`config.mk`:
```
export PLATFORM = sky130hd
export DESIGN_NAME = wb_port_arbiter
export DESIGN_NICKNAME = d
export VERILOG_FILES = /design/src/rtl/wb_pkg.sv /design/src/rtl/wb_starve_guard.sv /design/src/rtl/wb_port_arbiter.sv
export SDC_FILE = /design/constraint.sdc
export NUM_CORES = 1
export LEC_CHECK = 0
export ABC_AREA = 1
export BUFFER_PORTS_ARGS = -buffer_cell sky130_fd_sc_hd__buf_2
export CORE_MARGIN = 5
export CORE_UTILIZATION = 50
export CTS_CLUSTER_SIZE = 10
export DETAILED_ROUTE_END_ITERATION = 6
export PLACE_DENSITY = 0.95
export REMOVE_ABC_BUFFERS = 1
export SLEW_MARGIN = 20
export SYNTH_ARGS = -nofsm -noshare
export SYNTH_HDL_FRONTEND = slang
export SYNTH_SLANG_ARGS = --single-unit
```
`constraint.sdc`:
```
create_clock -name clk -period 5.2 [get_ports clk]
set_clock_uncertainty 0.05 [all_clocks]
set_input_delay 1.04 -clock clk [delete_from_list [all_inputs] [get_ports clk]]
set_output_delay 1.04 -clock clk [all_outputs]
set_load 0.01 [all_outputs]
```
`src/rtl/wb_pkg.sv`:
```
// Shared types for the register-file write-back port arbiter.
package wb_pkg;

  localparam int WB_XLEN       = 32;
  localparam int WB_REG_ADDR_W = 5;
  localparam int STARVE_W      = 8;   // holds any STARVE_LIMIT in 1..255

  localparam logic [WB_REG_ADDR_W-1:0] REG_X0 = '0;

  typedef struct packed {
    logic [WB_REG_ADDR_W-1:0] rd;
    logic [WB_XLEN-1:0]       data;
  } wb_req_t;

  typedef enum logic {
    NORMAL    = 1'b0,
    FORCE_LAT = 1'b1
  } arb_state_e;

endpackage

```
`src/rtl/wb_starve_guard.sv`:
```
// Starvation guard for the long-latency requester: counts consecutive lat
// stall cycles and forces a lat win once the limit is reached.
import wb_pkg::*;

module wb_starve_guard #(
  parameter int STARVE_LIMIT = 4
) (
  input  logic clk,
  input  logic reset,
  input  logic lat_pending,   // lat wants the port and lost this cycle
  input  logic lat_accept,    // lat handshake completed this cycle
  output logic force_lat
);

  localparam logic [STARVE_W-1:0] LIMIT = STARVE_W'(STARVE_LIMIT);

  logic [STARVE_W-1:0] starve_cnt_q, starve_cnt_d;
  arb_state_e          state_q;
  logic                force_lat_q;

  // Next stall count: clear on accept, saturate at the limit.
  always_comb begin
    starve_cnt_d = starve_cnt_q;
    if (lat_accept)
      starve_cnt_d = '0;
    else if (lat_pending && starve_cnt_q != LIMIT)
      starve_cnt_d = starve_cnt_q + 1'b1;
  end

  // FSM enters FORCE_LAT on the edge the count hits the limit, so the very
  // next cycle lat wins; leaves it on the edge lat is accepted.
  always_ff @(posedge clk) begin
    if (reset) begin
      starve_cnt_q <= '0;
      state_q      <= NORMAL;
      force_lat_q  <= 1'b0;
    end else begin
      starve_cnt_q <= starve_cnt_d;
      case (state_q)
        NORMAL: if (starve_cnt_d == LIMIT) begin
          state_q     <= FORCE_LAT;
          force_lat_q <= 1'b1;
        end
        FORCE_LAT: if (lat_accept) begin
          state_q     <= NORMAL;
          force_lat_q <= 1'b0;
        end
        default: begin
          state_q     <= NORMAL;
          force_lat_q <= 1'b0;
        end
      endcase
    end
  end

  assign force_lat = force_lat_q;

endmodule

```
`src/rtl/wb_port_arbiter.sv`:
```
// Register-file write-port arbiter: pipe (fixed priority) vs long-latency
// completions, with same-rd ordering, x0 bypass and a starvation guard.
// Optional statistics counters: define WB_PORT_ARB_STATS_EN.
import wb_pkg::*;

module wb_port_arbiter #(
  parameter int XLEN         = 32,
  parameter int REG_ADDR_W   = 5,
  parameter int STARVE_LIMIT = 4,
  parameter int CNT_W        = 16
) (
  input  logic                  clk,
  input  logic                  reset,
  input  logic                  pipe_valid,
  output logic                  pipe_ready,
  input  logic [REG_ADDR_W-1:0] pipe_rd,
  input  logic [XLEN-1:0]       pipe_data,
  input  logic                  lat_valid,
  output logic                  lat_ready,
  input  logic [REG_ADDR_W-1:0] lat_rd,
  input  logic [XLEN-1:0]       lat_data,
  output logic                  rf_we,
  output logic [REG_ADDR_W-1:0] rf_waddr,
  output logic [XLEN-1:0]       rf_wdata,
  output logic                  pipe_wb_done,
  output logic                  lat_wb_done
`ifdef WB_PORT_ARB_STATS_EN
  ,
  output logic [CNT_W-1:0]      stat_pipe_grants,
  output logic [CNT_W-1:0]      stat_lat_grants,
  output logic [CNT_W-1:0]      stat_lat_stall
`endif
);

  // The request struct is sized by the package; reject mismatched builds.
  if (XLEN != WB_XLEN || REG_ADDR_W != WB_REG_ADDR_W) begin : g_width_chk
    $error("wb_port_arbiter: XLEN/REG_ADDR_W must match wb_pkg");
  end
  if (STARVE_LIMIT < 1 || STARVE_LIMIT > 255 || CNT_W < 1) begin : g_param_chk
    $error("wb_port_arbiter: STARVE_LIMIT or CNT_W out of range");
  end

  wb_req_t pipe_req, lat_req, win_req;
  logic    pipe_x0, lat_x0, pipe_port, lat_port;
  logic    grant_pipe, grant_lat, grant_any, force_lat;

  logic                  rf_we_q;
  logic [REG_ADDR_W-1:0] rf_waddr_q;
  logic [XLEN-1:0]       rf_wdata_q;
  logic                  pipe_done_q, lat_done_q;

  assign pipe_req = '{rd: pipe_rd, data: pipe_data};
  assign lat_req  = '{rd: lat_rd,  data: lat_data};

  // Classify requests: x0 writes bypass the port entirely.
  always_comb begin
    pipe_x0   = pipe_valid && (pipe_rd == REG_X0);
    lat_x0    = lat_valid  && (lat_rd  == REG_X0);
    pipe_port = pipe_valid && (pipe_rd != REG_X0);
    lat_port  = lat_valid  && (lat_rd  != REG_X0);
  end

  // Port grant: pipe has priority unless lat is starved or older on same rd.
  always_comb begin
    grant_lat  = lat_port && (!pipe_port || force_lat || (pipe_rd == lat_rd));
    grant_pipe = pipe_port && !grant_lat;
    grant_any  = grant_lat || grant_pipe;
    win_req    = grant_lat ? lat_req : pipe_req;
    pipe_ready = !reset && (pipe_x0 || grant_pipe);
    lat_ready  = !reset && (lat_x0  || grant_lat);
  end

  wb_starve_guard #(.STARVE_LIMIT(STARVE_LIMIT)) u_guard (
    .clk         (clk),
    .reset       (reset),
    .lat_pending (lat_port && !grant_lat),
    .lat_accept  (lat_valid && lat_ready),
    .force_lat   (force_lat)
  );

  // Registered write port and done pulses; address/data hold when idle.
  always_ff @(posedge clk) begin
    if (reset) begin
      rf_we_q     <= 1'b0;
      rf_waddr_q  <= '0;
      rf_wdata_q  <= '0;
      pipe_done_q <= 1'b0;
      lat_done_q  <= 1'b0;
    end else begin
      rf_we_q     <= grant_any;
      if (grant_any) begin
        rf_waddr_q <= win_req.rd;
        rf_wdata_q <= win_req.data;
      end
      pipe_done_q <= pipe_valid && pipe_ready;
      lat_done_q  <= lat_valid && lat_ready;
    end
  end

  assign rf_we        = rf_we_q;
  assign rf_waddr     = rf_waddr_q;
  assign rf_wdata     = rf_wdata_q;
  assign pipe_wb_done = pipe_done_q;
  assign lat_wb_done  = lat_done_q;

`ifdef WB_PORT_ARB_STATS_EN
  logic [CNT_W-1:0] pg_q, lg_q, ls_q;

  // Saturating event counters; x0 accepts are not port grants.
  always_ff @(posedge clk) begin
    if (reset) begin
      pg_q <= '0;
      lg_q <= '0;
      ls_q <= '0;
    end else begin
      if (grant_pipe && pg_q != '1)             pg_q <= pg_q + 1'b1;
      if (grant_lat  && lg_q != '1)             lg_q <= lg_q + 1'b1;
      if (lat_valid && !lat_ready && ls_q != '1) ls_q <= ls_q + 1'b1;
    end
  end

  assign stat_pipe_grants = pg_q;
  assign stat_lat_grants  = lg_q;
  assign stat_lat_stall   = ls_q;
`endif

endmodule

```
==> metrics.md <==
| Metric | Value |
|---|---|
| Post-synth top area cell | dfxtp_1 |
| Crit Path Class | input port to output pin |
| Htree depth | 2 |
| Power Total | 865 uW |
| RSZ-0062 raised after global routing | false |
| GRT met3 Usage | 3.25% |
| Share of post-route cells with drive strength above 1 | 33.3% |
| Total track usage | 21.9% |
| Final Hold Fails | 0 |
| Lkg Pwr | 0.00161 uW |
| Post-Syn Area | 2620 um^2 |
| Final std cells w/o fill | 547 |
| Min Tclk post-route | 3.59 ns |
| Yosys Warn Count | 0 |
| Mean Syn Cell Area | 7.12 um^2 |
| Max Fclk | 279 MHz |
| Worst hold margin | 0.415 ns |
| Die Span Y | 82.4 um |
| Top Usage Layer GRT | met2 |
| Core footprint | 5110 um^2 |
| Synth area leaders | dfxtp_1 (38%), nand2_1 (15%), nand3_1 (7.3%), a31oi_1 (6.9%), inv_1 (4.3%) |
| Setup violators final | 0 |
| Die area | 6790 um^2 |
| CTS clk-pin slew, worst paths | 0.08 ns |
| Number of CTS-inserted buffers | 5 |
| Root buf cell | clkbuf_8 |
| CTS tree | done |
| Largest net degree at the start of global routing | 40 |
| Max Buffers Root-to-Sink | 2 |
| Ys async rst share | 0% |
| Post-DP HPWL | 5510 um |
| Met1 usage | 24.2% |
| Buffers on Ports | 119 |
| DR pass1 iterations | 4 |
| Max-cap viol count | 0 |
| Area grow syn2layout | 25.8% |
| Worst hold-check path type | flip-flop to flip-flop |
| Power Density | 262 nW/um^2 |
| Std-Cell Rows | 26 |
| Vias | 2,834 |
| Main flop type after synthesis | dfxtp_1 |
| Post-synth EDFFs | 0 |
| Clk_lat worst skew | 0.29 ns |
| Gates resized, CTS repair | 0 |
| Status | complete, no violations |
| Vias in the first global route | 2,773 |
| WL/cell | 13.4 um |
| RePlAce Congestion | 0.910 |
| Total congestion overflow | 0 |
| Setup crit end kind | output pin |
| Nets | 557 |
| Synth unique cells | 34 |
| Clock sink count | 50 |
| Setup crit start kind | input port |
| Detailed Route Iter0 Violations | 166 |
| Post-CTS Setup Repair Bufs | 0 |
| Routed WL | 7320 um |
| Antenna violations before repair | 0 |
| First-pass GRT wire length | 11,800 um |
| Slew Limit Headroom | 47.3% |
| Sequential element share of the synthesized area | 38.2% |
| Post-synthesis register bit count | 50 |
| Drt drc | 0 |
| Top-area cell type share of the netlist area | 38.2% |
| Post-placement cell count | 540 |
| Routed Antenna Nets | 0 |
| Met2 usage | 40.9% |
| Top cells by count, synth | nand2_1 (108), dfxtp_1 (50), nand3_1 (38) |
| Critical Path RT | 4.11 ns |
| Arr. time, crit path | 2.50 ns |
| Hold_buf cts | 0 |
| Die width | 82.4 um |
| Worst IR drop on VDD | 0.151 mV |
| Setup total negative slack | 0 ns |
| Most frequent cell after synthesis | nand2_1 |
| Fin. max-slew vios | 0 |
| Initial core utilization | 51.3% |
| Core Util, Final | 64.6% |
| Ports | 120 |
| Slew @ Worst Pin | 0.790 ns |
| Antenna diode count | 0 |
| Final period util | 69.0% |
| Syn Inst Count | 368 |
| Via-to-Cell Ratio | 5.18 |
| Max Fanout on Critical Path | 34 |
## per-stage QoR
stage	cell area [um^2]	worst slack [ns]
final	3300	1.61
after global routing	3300	1.47
after CTS	3300	1.61
after detailed placement	3190	1.59
after global placement	3190	1.68
after floorplan	2480	1.71
## metal layers
metal	up-vias	part of all wire (%)
met2	121	51
met1	1276	40
li1	1424	-
met4	0	2.0
met5	-	0
met3	13	7.5
## layout by cell type (no fill, tap or decap), types with 3 or more instances in the layout
cell type    n
buf_2      119
nand2_1    108
dfxtp_1     50
nand3_1     38
inv_1       30
nor2_1      29
a31oi_1     29
nand3_2     11
o21ai_1      7
nand4_1      7
a21oi_1      5
clkbuf_8     5
a31oi_2      4
buf_4        4
nand2_2      3
clkinv_1     3
xnor2_1      3
nor2_2       3
nor3_1       3
## registers in the layout, indices dropped and copies added (netlist names)
| signal | cells |
|---|---|
| u_guard.state_q | 1 |
| pipe_wb_done | 1 |
| rf_wdata | 32 |
| u_guard.force_lat | 1 |
| lat_wb_done | 1 |
| u_guard.starve_cnt_q | 8 |
| rf_we | 1 |
| rf_waddr | 5 |
## final timing paths
kind	start	endpoint	slack, ns	depth (start not counted)
max	pipe_rd[3]	lat_ready	1.61	11
min	u_guard.state_q$_SDFF_PP0_	u_guard.state_q$_SDFF_PP0_	0.41	2
max reg2reg	u_guard.force_lat$_SDFFE_PP0P_	rf_wdata[13]$_SDFFE_PP0P_	2.92	9
min reg2reg	u_guard.state_q$_SDFF_PP0_	u_guard.state_q$_SDFF_PP0_	0.41	2
## area by class of cell
cell class	count	area, um^2
clock buffer	5	68.8
multi-input combinational	260	1330
clock inverter	2	38.8
tap	70	87.6
timing repair buffer	123	626
fill	441	1810
sequential	50	1000
inverter	37	146
## critical path: stages
cell	delay [ns]
buf_2	0.11
nor2_1	0.05
nand3_2	0.09
nand2_4	0.07
inv_4	0.31
nand2_2	0.11
nor2_4	0.19
nand2_1	0.11
nand2_2	0.19
inv_2	0.07
buf_2	0.14
## kinds of logic (layout without fill, tap and decap cells)
kind of cell	count (synthesis)	in the layout	share of synthesized area [%]
AND/OR/NAND/NOR	207	207	36.8
buffers and inverters	58	167	11.1
AO/OA/AOI/OAI	48	48	12.0
XOR/XNOR	3	3	1.00
adder cells (fa/ha/maj)	2	2	0.955
flip-flops	50	50	38.2
## where the power goes
group	internal [uW]	switching (uW)	leakage, uW
combinational	71.3	104	0.00114
sequential	407	12.9	0.000412
clock	142	128	0.0000542
total	620	245	0.00161
(Power assumes the default switching activity.)
